[config.mk]
export PLATFORM = sky130hd
export DESIGN_NAME = wb_burst_adapter
export DESIGN_NICKNAME = d
export VERILOG_FILES = /design/src/rtl/wb_burst_adapter.sv
export SDC_FILE = /design/constraint.sdc
export NUM_CORES = 1
export LEC_CHECK = 0
export CAP_MARGIN = 40
export CORE_MARGIN = 2
export CORE_UTILIZATION = 41
export DETAILED_ROUTE_END_ITERATION = 10
export PLACE_DENSITY_LB_ADDON = 0.1
export SLEW_MARGIN = 20
export SYNTH_ARGS = -nofsm -noshare
export SYNTH_HDL_FRONTEND = slang
export SYNTH_SLANG_ARGS = --single-unit
[constraint.sdc]
create_clock -name clk_i -period 3.33 [get_ports clk_i]
set_clock_uncertainty 0.2 [all_clocks]
set_input_delay 0.333 -clock clk_i [delete_from_list [all_inputs] [get_ports clk_i]]
set_output_delay 0.333 -clock clk_i [all_outputs]
set_load 0.005 [all_outputs]
[src/rtl/wb_burst_adapter.sv]
// Burst-to-single-beat Wishbone adapter: splits each upstream burst into single
// peripheral accesses and returns a per-beat ack, plus lack on the last beat.
module wb_burst_adapter #(
  parameter int          TO_W    = 8,
  parameter logic [31:0] TO_DATA = 32'hFFFF_FFFF
) (
  input  logic        clk_i,
  input  logic        rst_i,
  input  logic [31:0] s_wbd_dat_i,
  input  logic [31:0] s_wbd_adr_i,
  input  logic [3:0]  s_wbd_sel_i,
  input  logic [9:0]  s_wbd_bl_i,
  input  logic        s_wbd_bry_i,
  input  logic        s_wbd_we_i,
  input  logic        s_wbd_cyc_i,
  input  logic        s_wbd_stb_i,
  output logic [31:0] s_wbd_dat_o,
  output logic        s_wbd_ack_o,
  output logic        s_wbd_lack_o,
  output logic [31:0] p_wbd_adr_o,
  output logic [31:0] p_wbd_dat_o,
  output logic [3:0]  p_wbd_sel_o,
  output logic        p_wbd_we_o,
  output logic        p_wbd_cyc_o,
  output logic        p_wbd_stb_o,
  input  logic [31:0] p_wbd_dat_i,
  input  logic        p_wbd_ack_i
);

  typedef enum logic [1:0] {IDLE, BEAT, GAP, DONE} state_t;

  state_t          state, state_nxt;
  logic [29:0]     cur, cur_nxt;
  logic [9:0]      rem, rem_nxt;
  logic [TO_W-1:0] wd, wd_nxt;
  logic [31:0]     s_dat_nxt, p_adr_nxt, p_dat_nxt;
  logic [3:0]      p_sel_nxt;
  logic            s_ack_nxt, s_lack_nxt, p_we_nxt, p_cyc_nxt, p_stb_nxt;
  logic            timeout, beat_end;
  logic            unused;

  assign unused   = ^s_wbd_adr_i[1:0];
  assign timeout  = (wd == {TO_W{1'b1}});
  assign beat_end = p_wbd_ack_i || timeout;

  always_comb begin
    state_nxt  = state;
    cur_nxt    = cur;
    rem_nxt    = rem;
    wd_nxt     = wd;
    s_dat_nxt  = '0;
    s_ack_nxt  = 1'b0;
    s_lack_nxt = 1'b0;
    p_adr_nxt  = p_wbd_adr_o;
    p_dat_nxt  = p_wbd_dat_o;
    p_sel_nxt  = p_wbd_sel_o;
    p_we_nxt   = p_wbd_we_o;
    p_cyc_nxt  = p_wbd_cyc_o;
    p_stb_nxt  = p_wbd_stb_o;
    case (state)
      IDLE: begin
        if (s_wbd_cyc_i && s_wbd_stb_i) begin
          cur_nxt   = s_wbd_adr_i[31:2];
          rem_nxt   = (s_wbd_bl_i == 10'd0) ? 10'd1 : s_wbd_bl_i;
          p_adr_nxt = {s_wbd_adr_i[31:2], 2'b00};
          p_sel_nxt = s_wbd_sel_i;
          p_we_nxt  = s_wbd_we_i;
          p_cyc_nxt = 1'b1;
          if (s_wbd_bry_i) begin
            state_nxt = BEAT;
            p_stb_nxt = 1'b1;
            p_dat_nxt = s_wbd_dat_i;
            wd_nxt    = '0;
          end else begin
            state_nxt = GAP;
          end
        end
      end
      BEAT: begin
        if (!s_wbd_cyc_i) begin
          state_nxt = IDLE;
          p_cyc_nxt = 1'b0;
          p_stb_nxt = 1'b0;
        end else begin
          p_dat_nxt = s_wbd_dat_i;
          wd_nxt    = wd + 1'b1;
          if (beat_end) begin
            p_stb_nxt = 1'b0;
            s_ack_nxt = 1'b1;
            // A real ack wins over a simultaneous watchdog expiry.
            s_dat_nxt = p_wbd_we_o ? 32'd0 : (p_wbd_ack_i ? p_wbd_dat_i : TO_DATA);
            if (rem == 10'd1) begin
              s_lack_nxt = 1'b1;
              p_cyc_nxt  = 1'b0;
              state_nxt  = DONE;
            end else begin
              rem_nxt   = rem - 10'd1;
              cur_nxt   = cur + 30'd1;
              p_adr_nxt = {cur_nxt, 2'b00};
              state_nxt = GAP;
            end
          end
        end
      end
      GAP: begin
        if (!s_wbd_cyc_i) begin
          state_nxt = IDLE;
          p_cyc_nxt = 1'b0;
          p_stb_nxt = 1'b0;
        // bry seen during the ack cycle still belongs to the previous beat.
        end else if (s_wbd_bry_i && !s_wbd_ack_o) begin
          state_nxt = BEAT;
          p_stb_nxt = 1'b1;
          p_dat_nxt = s_wbd_dat_i;
          wd_nxt    = '0;
        end
      end
      DONE: begin
        if (!s_wbd_stb_i) state_nxt = IDLE;
      end
      default: state_nxt = IDLE;
    endcase
  end

  always_ff @(posedge clk_i) begin
    if (rst_i) begin
      state        <= IDLE;
      s_wbd_dat_o  <= '0;
      s_wbd_ack_o  <= 1'b0;
      s_wbd_lack_o <= 1'b0;
      p_wbd_adr_o  <= '0;
      p_wbd_dat_o  <= '0;
      p_wbd_sel_o  <= '0;
      p_wbd_we_o   <= 1'b0;
      p_wbd_cyc_o  <= 1'b0;
      p_wbd_stb_o  <= 1'b0;
    end else begin
      state        <= state_nxt;
      s_wbd_dat_o  <= s_dat_nxt;
      s_wbd_ack_o  <= s_ack_nxt;
      s_wbd_lack_o <= s_lack_nxt;
      p_wbd_adr_o  <= p_adr_nxt;
      p_wbd_dat_o  <= p_dat_nxt;
      p_wbd_sel_o  <= p_sel_nxt;
      p_wbd_we_o   <= p_we_nxt;
      p_wbd_cyc_o  <= p_cyc_nxt;
      p_wbd_stb_o  <= p_stb_nxt;
    end
  end

  // Burst bookkeeping is always reloaded on accept, so it needs no reset.
  always_ff @(posedge clk_i) begin
    cur <= cur_nxt;
    rem <= rem_nxt;
    wd  <= wd_nxt;
  end

endmodule

==> results of run 1 <==
==> area by class of cell <==
cell class                      instances  area [um2]
Fill cell                            1413        6710
Multi-Input combinational cell        464        2920
Tap cell                              220         275
Clock inverter                         13        97.6
Timing Repair Buffer                  231        2280
Inverter                               53         199
Clock buffer                           19         443
Sequential cell                       153        3540
==> critical path, stage by stage (launching register included) <==
cell and delay [ns]:
edfxtp_1 0.39, inv_1 0.12, ha_1 0.15, or4b_1 0.44
or3_1 0.46, a31o_4 0.33, nand2_4 0.11, inv_2 0.18
buf_12 0.24, a31o_1 0.22
==> cell usage after synthesis (3+ instances only) <==
| cell type | number | area (um2) |
|---|---|---|
| xnor2_1 | 13 | 114 |
| buf_4 | 3 | 22.5 |
| mux2i_1 | 39 | 390 |
| nand4_1 | 11 | 68.8 |
| clkbuf_1 | 32 | 120 |
| nand2_1 | 18 | 67.6 |
| a31o_2 | 4 | 35.0 |
| ha_1 | 9 | 113 |
| o31ai_1 | 9 | 67.6 |
| a31oi_1 | 11 | 68.8 |
| o211ai_1 | 18 | 135 |
| and4_1 | 4 | 35.0 |
| nor4_1 | 11 | 68.8 |
| buf_6 | 3 | 33.8 |
| o31a_1 | 4 | 35.0 |
| nand3_1 | 21 | 105 |
| o41ai_1 | 3 | 26.3 |
| nor3_1 | 19 | 95.1 |
| nor3b_1 | 6 | 45.0 |
| dfxtp_1 | 105 | 2100 |
| buf_1 | 3 | 11.3 |
| or3_1 | 4 | 25.0 |
| buf_2 | 5 | 25.0 |
| o211a_1 | 4 | 40.0 |
| nor2_1 | 103 | 387 |
| xor2_1 | 8 | 70.1 |
| and3_1 | 8 | 50.1 |
| inv_1 | 51 | 191 |
| or4_1 | 11 | 82.6 |
| edfxtp_1 | 48 | 1440 |
| o21ai_1 | 11 | 55.1 |
| a21oi_1 | 62 | 310 |
| a31o_1 | 5 | 43.8 |
| o21ai_0 | 17 | 85.1 |
==> cells by family (layout without fill, tap and decap cells) <==
| logic type | after synthesis | in the layout |
|---|---|---|
| other | 1 | 2 |
| buffers and inverters | 99 | 316 |
| and+or+nand+nor | 225 | 225 |
| DFF | 153 | 153 |
| AOI/OAI and AO/OA | 167 | 167 |
| muxes | 40 | 40 |
| adders and majority gates | 9 | 9 |
| xor gates and xnor gates | 21 | 21 |
==> cell usage in the layout, fill, tap and decap left out, drive strengths merged, types with 3 or more instances in the layout <==
master and instances:
clkdlybuf4s50 216, nor4 11, and4 4, a31o 10, or3 4, nor2 103
o31ai 9, or4 12, nor3b 6, a31oi 12, dfxtp 105, and3 8
xor2 8, ha 9, o211ai 18, o211a 4, a21oi 62, clkbuf 19
inv 58, clkinv 7, edfxtp 48, nand2 19, o41ai 3, o31a 4
buf 15, xnor2 13, mux2i 39, nand4 11, nor3 19, o21ai 28
nand3 22
==> path summary, 6_finish.rpt <==
kind | startpoint | to | slack [ns] | depth (start not counted)
worst max register to register | rem[1] | p_wbd_adr_o[11] | 0.39 | 9
worst max-delay path | rem[1] | p_wbd_adr_o[11] | 0.39 | 9
worst min-delay path | rst_i | p_wbd_dat_o[1] | 0.17 | 2
worst min register to register | p_wbd_adr_o[2] | p_wbd_adr_o[2] | 0.28 | 2
==> per-stage QoR <==
| step | instances | setup WS, ns | hold WS, ns | cell area, um2 | total power, uW |
|---|---|---|---|---|---|
| after floorplan | 716 | 0.642 | 0.262 | 6860 | 4750 |
| after global placement | 1120 | 0.333 | 0.273 | 9200 | 5830 |
| after detailed placement | 1121 | 0.391 | 0.280 | 9220 | 5950 |
| after CTS | 1153 | 0.380 | 0.159 | 9760 | 7770 |
| after global routing | 1153 | 0.225 | 0.182 | 9760 | 8200 |
| final | 1153 | 0.385 | 0.167 | 9760 | 7720 |
==> layer usage <==
layer / track usage [%] / share of wire, % / wire (um)
met4: 6.80 / 1.6 / 307
met1: 24.2 / 41 / 7730
met2: 35.9 / 50 / 9350
met3: 7.34 / 7.1 / 1330
met5: 0 / 0 / 0
==> sequential cells by signal, summed over array words and instances (netlist names), 2 cells and up <==
| signal | flops |
|---|---|
| cur | 30 |
| p_wbd_dat_o | 32 |
| rem | 10 |
| wd | 8 |
| s_wbd_dat_o | 32 |
| p_wbd_sel_o | 4 |
| state | 2 |
| p_wbd_adr_o | 30 |
==> where the power goes <==
group          switching [uW]  internal, uW
Sequential                381          2580
Combinational            1560          1410
Clock                     749          1040
Total                    2690          5030
==> reports/summary.log, run 1 <==
[synthesis] Post-synth EDFFs 48
[run_status] result of the run finished clean
[layout] number of nets in the final layout 1046
[synthesis] synthesized area divided by synthesized cell count 9.59 um2
[die] horizontal die dimension 133 um
[pwr] Cell Pwr Density 791 mW/mm2
[pwr] reported leakage power 0.00383 uW
[place] RePlAce Congestion 0.857
[synthesis] part of the Yosys area used for sequential elements 51.7%
[pwr] worst ir drop on vdd 0.497 mV
[clocking] hold-fix buffers at CTS 0
[die] area of the die 0.0178 mm2
[setup_path] arrival time at the worst endpoint 3.05 ns
[die] Initial Utilization 41.7%
[timing] accumulated negative setup slack 0 ns
[grt] first-pass GRT wire length 29600 um
[grt] largest net degree at the start of global routing 58
[synthesis] post-synthesis instance total 715
[grt] number of global-route vias before repair 6084
[synthesis] Seq cells post-synth 153
[clocking] number of levels in the clock H-tree 4
[synthesis] cell area after synthesis 0.00686 mm2
[timing] worst rel slew slack 50.2%
[synthesis] compound-cell area share of the yosys netlist 16.0%
[detailed_routing] antenna-violating nets left 0
[place] count of input and output buffers 217
[grt] remaining global-route overflow 0
[die] site row count 47
[synthesis] fraction of the mapped netlist area in adder cells 1.64%
[clocking] source-to-sink clock delay at the later pin of the worst-skew pair 0.42 ns
[synthesis] ys async rst share 0%
[die] I/O pin total 222
[detailed_routing] routed via count 6113
[setup_path] element type at the critical path start register
[setup_path] Worst Setup Path Type register to register
[setup_path] worst-path fanout max 30
[clocking] CTS tree yes
[timing] max-slew violation count 0
[detailed_routing] number of iterations in the first detailed-routing pass 4
[detailed_routing] drt wl/cell 16.2 um
[grt] global routing usage summed across all routing layers 20.8%
[min_path] Hold Crit Class primary input to register
[detailed_routing] DRC violation total after the first TritonRoute iteration 307
[timing] number of endpoints with negative hold slack in the final report 0
[synthesis] combinational family with the most area after synthesis simple AND/OR/NAND/NOR gates
[clocking] clk slew on worst S/H paths 0.06 ns
[timing] final period demand of the worst path 2.94 ns
[synthesis] Main synth FF type dfxtp_1
[synthesis] mux cell area share after synthesis 5.85%
[clocking] Longest Clk Path Bufs 2
[synthesis] Simple-Gate Fraction of Synth Area 16.1%
[setup_path] capturing element type of the critical path register
[layout] Layout Area Growth over Synthesis 42.3%
[synthesis] share of the synthesized netlist area taken by xor and xnor gates 2.68%
[clocking] number of CTS-inserted buffers 17
[timing] fmax 340 MHz
[detailed_routing] post-DR vias/cell 5.30
[clocking] buffers inserted during post-CTS setup optimization 0
[clocking] cells resized by post-CTS repair 0
[layout] Diodes inserted 0
[die] die span in y 133 um
[synthesis] Cell variety after synth 60
[detailed_routing] routed wire length 18700 um
[detailed_routing] post-detailed-route DRC marker count 0
[layout] final design utilization 59.3%
[timing] Least-Margin Pin Slew 0.747 ns
[clocking] CTS sink cnt 153
[timing] setup repair after global routing missed its margin false
[synthesis] warning count from the yosys run 0
[setup_path] Required @ worst endpoint 3.44 ns
[run] Max Cap Violations 0
[place] HPWL after DPL 13500 um
[timing] Final Cycle Share 88.4%
[layout] fraction of final layout cells sized beyond drive strength 1 6.54%
[grt] number of antenna violations at the first check in global routing 0
[clocking] clock root buffer clkbuf_16
[die] placeable core region 0.0165 mm2
[timing] Final setup violation count 0
No activity file was read; power rests on OpenSTA's default activity.
==> run 2: changes to the inputs <==
--- a/config.mk
+++ b/config.mk
@@ -9,6 +9,7 @@
 export CORE_MARGIN = 2
 export CORE_UTILIZATION = 41
 export DETAILED_ROUTE_END_ITERATION = 10
+export GPL_ROUTABILITY_DRIVEN = 0
 export PLACE_DENSITY_LB_ADDON = 0.1
 export SLEW_MARGIN = 20
 export SYNTH_ARGS = -nofsm -noshare
==> results of run 2 <==
Final layout, timing and power as in run 1 (identical DEF).
==> run 3: changes to the inputs <==
--- a/config.mk
+++ b/config.mk
@@ -5,7 +5,8 @@
 export SDC_FILE = /design/constraint.sdc
 export NUM_CORES = 1
 export LEC_CHECK = 0
-export CAP_MARGIN = 40
+export ABC_AREA = 0
+export CAP_MARGIN = 20
 export CORE_MARGIN = 2
 export CORE_UTILIZATION = 41
 export DETAILED_ROUTE_END_ITERATION = 10
==> reports/summary.log, run 3 (synthesis results as in run 1) <==
[setup_path] end point of the critical path p_wbd_adr_o[7]
[setup_path] worst-path fanout max 45 [+50%]
[setup_path] Required @ worst endpoint 3.43 ns [about the same]
[detailed_routing] DRC violation total after the first TritonRoute iteration 370 [+21%]
[detailed_routing] routed wire length 18600 um [-0.70%]
[min_path] Min-Delay Startpoint rst_i
[timing] worst rel slew slack 35.3% [-15 points]
[setup_path] reg2reg setup slack 0.29 ns [-0.09 ns]
[clocking] Longest Clk Path Bufs 2 [unchanged]
[pwr] worst ir drop on vdd 0.462 mV [-7.0%]
[setup_path] R2R Path Start rem[1]
[clocking] cells resized by post-CTS repair 0 [unchanged]
[clocking] clock root buffer clkbuf_16
[run_status] result of the run finished clean
[timing] setup repair after global routing missed its margin false
[setup_path] capturing element type of the critical path register
[pwr] reported leakage power 0.00382 uW [-0.32%]
[layout] most frequent cells in the layout clkdlybuf4s50_1 (216), dfxtp_1 (105), nor2_1 (103), a21oi_1 (62), inv_1 (51)
[layout] Layout Area Growth over Synthesis 42.1% [about the same]
[clocking] CTS sink cnt 153 [unchanged]
[clocking] source-to-sink clock delay at the later pin of the worst-skew pair 0.42 ns [about the same]
[setup_path] Worst Setup Path Type register to register
[timing] number of endpoints with negative hold slack in the final report 0 [unchanged]
[timing] final period demand of the worst path 3.04 ns [+0.0937 ns]
[clocking] hold-fix buffers at CTS 0 [unchanged]
[clocking] buffers inserted during post-CTS setup optimization 0 [unchanged]
[clocking] number of CTS-inserted buffers 17 [unchanged]
[setup_path] arrival time at the worst endpoint 3.14 ns [+0.09 ns]
[timing] accumulated negative setup slack 0 ns [unchanged]
[grt] largest net degree at the start of global routing 58 [unchanged]
[timing] Least-Margin Pin Slew 0.969 ns [+0.222 ns]
[pwr] Cell Pwr Density 791 mW/mm2 [about the same]
[timing] Final setup violation count 0 [unchanged]
[die] placeable core region 0.0165 mm2 [unchanged]
[grt] global routing usage summed across all routing layers 20.8% [-0.061 points]
[grt] remaining global-route overflow 0 [unchanged]
[timing] Final Cycle Share 91.2% [+2.8 points]
[pwr] post-layout power 7710 uW [about the same]
[die] die span in y 133 um [unchanged]
[die] I/O pin total 222 [unchanged]
[detailed_routing] drt wl/cell 16.1 um [-0.62%]
[layout] fraction of final layout cells sized beyond drive strength 1 6.33% [-0.21 points]
[layout] most common library cell in the layout ignoring fill and taps clkdlybuf4s50_1
[detailed_routing] antenna-violating nets left 0 [unchanged]
[run] Max Cap Violations 0 [unchanged]
[die] site row count 47 [unchanged]
[layout] Top Registers p_wbd_dat_o (32), s_wbd_dat_o (32)
[grt] number of antenna violations at the first check in global routing 0 [unchanged]
[clocking] clk slew on worst S/H paths 0.06 ns [about the same]
[grt] first-pass GRT wire length 29500 um [-0.47%]
[clocking] number of levels in the clock H-tree 4 [unchanged]
[grt] number of global-route vias before repair 5954 [-2.1%]
[place] count of input and output buffers 217 [unchanged]
[detailed_routing] post-detailed-route DRC marker count 0 [unchanged]
[layout] Diodes inserted 0 [unchanged]
[place] HPWL after DPL 13400 um [-0.69%]
[die] area of the die 0.0178 mm2 [unchanged]
[layout] number of nets in the final layout 1045 [-0.096%]
[detailed_routing] routed via count 6040 [-1.2%]
[min_path] Hold Crit Class primary input to register
[setup_path] cells on worst reg2reg path 8 [-1]
[timing] fmax 329 MHz [-3.1%]
[setup_path] worst reg2reg path endpoint p_wbd_adr_o[7]
[die] Initial Utilization 41.7% [unchanged]
[clocking] CTS tree yes
[timing] max-slew violation count 0 [unchanged]
[detailed_routing] post-DR vias/cell 5.24 [-1.1%]
[detailed_routing] number of iterations in the first detailed-routing pass 5 [+1]
[die] horizontal die dimension 133 um [unchanged]
[setup_path] element type at the critical path start register
[setup_path] critical path startpoint rem[1]
-- run 3: area by class of cell --
type	count	area [um2]
Inverter	53	199
Tap cell	220	275
Multi-Input combinational cell	464	2920
Clock buffer	21	460
Clock inverter	11	92.6
Timing Repair Buffer	230	2260
Fill cell	1426	6710
Sequential cell	153	3540
-- run 3: how the worst min path moves through the flow --
stage,end,cells after the start
final,p_wbd_dat_o[8],2
after global routing,p_wbd_dat_o[1],2
after CTS,p_wbd_dat_o[8],2
after detailed placement,p_wbd_adr_o[6],2
after global placement,p_wbd_dat_o[17],2
after floorplan,s_wbd_dat_o[30],2
-- run 3: worst max-delay path: stages, from the launching register on --
cell and delay, ns:
edfxtp_1 0.39, inv_1 0.12, ha_1 0.14, or4b_1 0.45, or3_1 0.45, a31o_4 0.34, nand2_4 0.11, inv_2 0.36
a31o_1 0.35
-- run 3: per-stage QoR --
step / instance area (um2) / util, % / std cells / worst slack, ns / hold WS (ns)
6_report: 9750 / 59.2 / 1152 / 0.292 / 0.176
5_1_grt: 9750 / 59.2 / 1152 / 0.106 / 0.181
4_1_cts: 9750 / 59.2 / 1152 / 0.252 / 0.165
3_5_place_dp: 9200 / 55.9 / 1120 / 0.260 / 0.274
3_3_place_gp: 9200 / 55.9 / 1120 / 0.333 / 0.273
2_1_floorplan: 6860 / - / 716 / 0.642 / 0.262
-- run 3: metal layers --
metal,vias up,share of wire [%],track usage [%],routed length [um]
li1,2967,-,-,-
met1,2887,42,24.3,7780
met2,166,50,35.9,9360
met3,20,6.4,7.08,1200
met4,0,1.4,6.68,262
met5,-,0,0,0
-- run 3: report_power, final --
part           total [uW]  internal [uW]  switching, uW  leakage [uW]
clock                1810           1070            746      0.000279
combinational        2940           1390           1550       0.00223
sequential           2960           2580            378       0.00131
